[src/rtl/counter_sequencer.sv]
// Gated, bounded W-bit up-counter with start/stop/pause control and one-shot or auto-reload mode.
// tc and the DONE transition appear one cycle after the terminal tick edge.
module counter_sequencer #(
  parameter int W = 3
) (
  input  logic         clk,
  input  logic         rst,
  input  logic         start,
  input  logic         stop,
  input  logic         pause,
  input  logic         tick,
  input  logic         mode,
  input  logic [W-1:0] limit,
  output logic [W-1:0] cnt,
  output logic         busy,
  output logic         done,
  output logic         tc
);

  typedef enum logic [1:0] {
    IDLE  = 2'd0,
    RUN   = 2'd1,
    PAUSE = 2'd2,
    DONE  = 2'd3
  } state_t;

  state_t         state, state_n;
  logic [W-1:0]   cnt_n;
  logic [W-1:0]   limit_q, limit_n;
  logic           mode_q, mode_n;
  logic           tc_n;

  always_ff @(posedge clk or posedge rst) begin
    if (rst) begin
      state   <= IDLE;
      cnt     <= '0;
      limit_q <= '0;
      mode_q  <= 1'b0;
      tc      <= 1'b0;
    end else begin
      state   <= state_n;
      cnt     <= cnt_n;
      limit_q <= limit_n;
      mode_q  <= mode_n;
      tc      <= tc_n;
    end
  end

  // Priority: stop > start > pause > tick.
  always_comb begin
    state_n = state;
    cnt_n   = cnt;
    limit_n = limit_q;
    mode_n  = mode_q;
    tc_n    = 1'b0;
    if (stop) begin
      state_n = IDLE;
      cnt_n   = '0;
    end else begin
      case (state)
        IDLE, DONE: begin
          if (start) begin
            state_n = RUN;
            cnt_n   = '0;
            limit_n = limit;
            mode_n  = mode;
          end
        end
        RUN: begin
          if (pause) begin
            state_n = PAUSE;
          end else if (tick) begin
            if (cnt == limit_q) begin
              tc_n = 1'b1;
              if (mode_q) begin
                cnt_n = '0;
              end else begin
                state_n = DONE;
              end
            end else begin
              cnt_n = cnt + W'(1);
            end
          end
        end
        PAUSE: begin
          // The exit cycle deliberately drops its tick; counting resumes next cycle.
          if (!pause) begin
            state_n = RUN;
          end
        end
        default: begin
          state_n = IDLE;
          cnt_n   = '0;
        end
      endcase
    end
  end

  assign busy = (state == RUN) || (state == PAUSE);
  assign done = (state == DONE);

endmodule

[config.mk]
export PLATFORM = sky130hd
export DESIGN_NAME = counter_sequencer
export DESIGN_NICKNAME = d
export VERILOG_FILES = /design/src/rtl/counter_sequencer.sv
export SDC_FILE = /design/constraint.sdc
export NUM_CORES = 1
export LEC_CHECK = 0
export CAP_MARGIN = 20
export CORE_MARGIN = 8
export CORE_UTILIZATION = 40
export DETAILED_ROUTE_END_ITERATION = 10
export GPL_TIMING_DRIVEN = 0
export PLACE_DENSITY = 0.73
export SLEW_MARGIN = 40
export SYNTH_ARGS = -nofsm -noshare
export SYNTH_HDL_FRONTEND = slang
export SYNTH_SLANG_ARGS = --single-unit
[constraint.sdc]
create_clock -name clk -period 1.95 [get_ports clk]
set_clock_uncertainty 0.15 [all_clocks]
set_input_delay 0.39 -clock clk [delete_from_list [all_inputs] [get_ports clk]]
set_output_delay 0.39 -clock clk [all_outputs]
set_load 0.02 [all_outputs]
==> results of run 1 <==
==> final cells by class <==
cell class              instances  share of cell area (%)
multi-input cells              39                    42.7
inverters                       5                    2.18
well taps                      16                    2.33
clock buffers                   3                    2.62
repair buffers                 19                    20.9
flip-flops and latches         10                    29.2
==> worst paths after layout <==
check                           slack (ps)        from  depth (start not counted)         end
worst max-delay path                    30    state[1]                          5      cnt[0]
worst min-delay path                   260         rst                          2      mode_q
worst max register to register          30    state[1]                          5      cnt[0]
worst min register to register         380  limit_q[1]                          1  limit_q[1]
max in group asynchronous             1100         rst                          2    state[1]
min in group clk                       280       pause                          2          tc
==> cells by family after synthesis <==
kind of cell | count (synthesis) | synth area share, %
adder cells (fa/ha/maj) | 4 | 8.35
XOR/XNOR | 3 | 4.38
buffers and inverters | 5 | 3.13
AND/OR/NAND/NOR | 15 | 15.7
flip-flops | 10 | 41.8
AO/OA/AOI/OAI | 10 | 13.4
multiplexers | 7 | 13.4
==> metal layers <==
layer | wire (um) | global-route usage [%]
met1 | 538 | 10.2
met2 | 739 | 18.7
met3 | 143 | 6.25
met4 | 0 | 2.46
met5 | 0 | 0
==> critical path: cells and delay by family (launching register included) <==
family | cells | cell delay, ps
AOI/OAI and AO/OA | 2 | 550
DFF | 1 | 450
muxes | 1 | 250
adders and majority gates | 1 | 260
and+or+nand+nor | 1 | 130
==> through the flow <==
stage                     setup slack (ps)  hold slack (ps)  setup TNS [ps]  total power, mW
after floorplan                       33.8             80.2               0            0.488
after global placement                -219              360            -599            0.570
after detailed placement              -211              369            -596            0.582
after CTS                             14.5              266               0            0.747
after global routing                 -24.4              277           -24.4            0.822
final                                 28.3              260               0            0.772
==> state kept, by name, indices dropped and copies added, names as in the netlist <==
signal,flops
limit_q,3
cnt,3
mode_q,1
state,2
tc,1
==> power groups by stage <==
| stage | Sequential, mW | Clock, mW | Combinational [mW] |
|---|---|---|---|
| finish | 0.298 | 0.132 | 0.342 |
| floorplan | 0.296 | 0 | 0.192 |
| global placement | 0.297 | 0 | 0.273 |
| detailed placement | 0.299 | 0 | 0.283 |
| global route | 0.303 | 0.147 | 0.372 |
| CTS | 0.295 | 0.140 | 0.311 |
==> layout by cell type, fill, tap and decap left out, types with 2 or more instances in the layout <==
| master | instances |
|---|---|
| a211oi_1 | 2 |
| buf_4 | 4 |
| dlygate4sd2_1 | 2 |
| xor2_1 | 3 |
| mux2_2 | 4 |
| clkbuf_4 | 3 |
| clkdlybuf4s50_1 | 12 |
| and3_1 | 2 |
| ha_4 | 2 |
| nand2_1 | 2 |
| nor2_1 | 3 |
| a211o_1 | 2 |
| dfrtp_1 | 9 |
| mux2i_1 | 2 |
| inv_1 | 4 |
| a22o_1 | 2 |
| ha_1 | 2 |
==> what timing repair did <==
action | 4_1_cts | 5_1_grt
gates resized for setup | 7 | 4
endpoints found under the setup margin | 5 | 3
pin swaps | 2 | 3
hold buffers | 0 | 0
setup buffers | 2 | 2
==> out/metrics.cfg, run 1 <==
[global_route]
gr-total-overflow=0
antenna_found_initial=0
grt_usage_pct=10.5
grt_pass1_vias=518
grt_max_degree=11
grt_pass1_wl_um=2280

[sta]
slew_headroom_pct=69.7
slew_violations=0
worstMarginPinSlew_ps=453
setup_viol=0
fin_crit_sh_pct=98.5
rsz0062_at_grt=yes
finalHoldViolations=0
max_freq_ghz=0.520
period_needed_ps=1920

[critical_path]
slowest_stage=dfrtp_2
path_cells=ha_4 > nor2b_4 > a211o_1 > a22o_1 > mux2_4
cpPeakStageDelay_ps=450
start_kind=flip-flop
path_max_fanout=5
endpoint_kind=flip-flop
arrival_ps=1910
critPathKind=flip-flop to flip-flop
cp.required_ps=1940

[detailed_routing]
wl_per_cell_um=15.5
drt_iter0_markers=12
drc=0
drtPass1Iterations=5
routed_via_density=5.61
vias=516
postRouteAntennaNets=0
wirelength_um=1420

[floorplanning]
io_pins=16
core.rowCount=14
start_util_pct=41.2
die_x_um=54.7
die_h_um=54.7
fp.coreArea_mm2=0.00145
dieArea_mm2=0.00299

[power_and_ir_drop]
p_comb_share_pct=44.4
p_clk_share_pct=17.1
swShare_pct=34.5
power.internal_mw=0.506
p_per_area_mw_per_mm2=897
p_sw_mw=0.266
p_leak_nw=0.418
power_frac_seq_pct=38.6
peakVddDrop_v=0.000447

[cts]
root_buffer=clkbuf_4
clk_pin_slew_ps=60
clockBufferDepth=2
clock_sinks=10
cts_tree=done
h-tree-depth=1
clock_latency_ps=260
cts_buffers=3

[synth]
synth_fp_nets=68
synth_top_area_share_pct=41.8
ys_top_cells_by_count=dfrtp_1 (10), inv_1 (5), ha_1 (4), mux2_2 (4)
synth_flop_cell=dfrtp_1
yosysMostFrequentCell=dfrtp_1
yosys_register_bits=10
mappedNetlistArea_um2=599
async_flop_share_pct=100
ys_types=24
synth_warnings=0
synth.avg_cell_area_um2=11.1
synth_edf_count=0
synth_cells=54
ys_seq_area_share_pct=41.8
synthTopCellsByArea=dfrtp_1 (42%), ha_1 (8.4%), mux2_2 (7.5%), xor2_1 (4.4%), a211oi_1 (3.8%)
yosys.area.top_type=dfrtp_1

[run]
cap_violations=0

[layout]
fin_area_um2=861
regArea_um2=251
drive_above_1_share_pct=26.3
fin_util_pct=59.2
multiInputGateArea_um2=368
fin_nets=92
instances_no_fill=92
fill_cells=137
area_growth_pct=43.6
insertedDiodeCount=0

[placed_design]
postPlaceCellArea_um2=769
dp.cells=85
port_buffers=15
place.gp.congestion=0.758
place_hpwl_um=1020

[run_status]
status=complete, no violations

[worst_hold_path]
min_path_type=primary input to asynchronous set/reset pin

Power figures use the tool's default switching activity.
==> run 2: changes to the inputs <==
Settings changed: CTS_CLUSTER_SIZE set to 12.
==> results of run 2 <==
The final DEF is identical to that of run 1; final timing and power are the same.
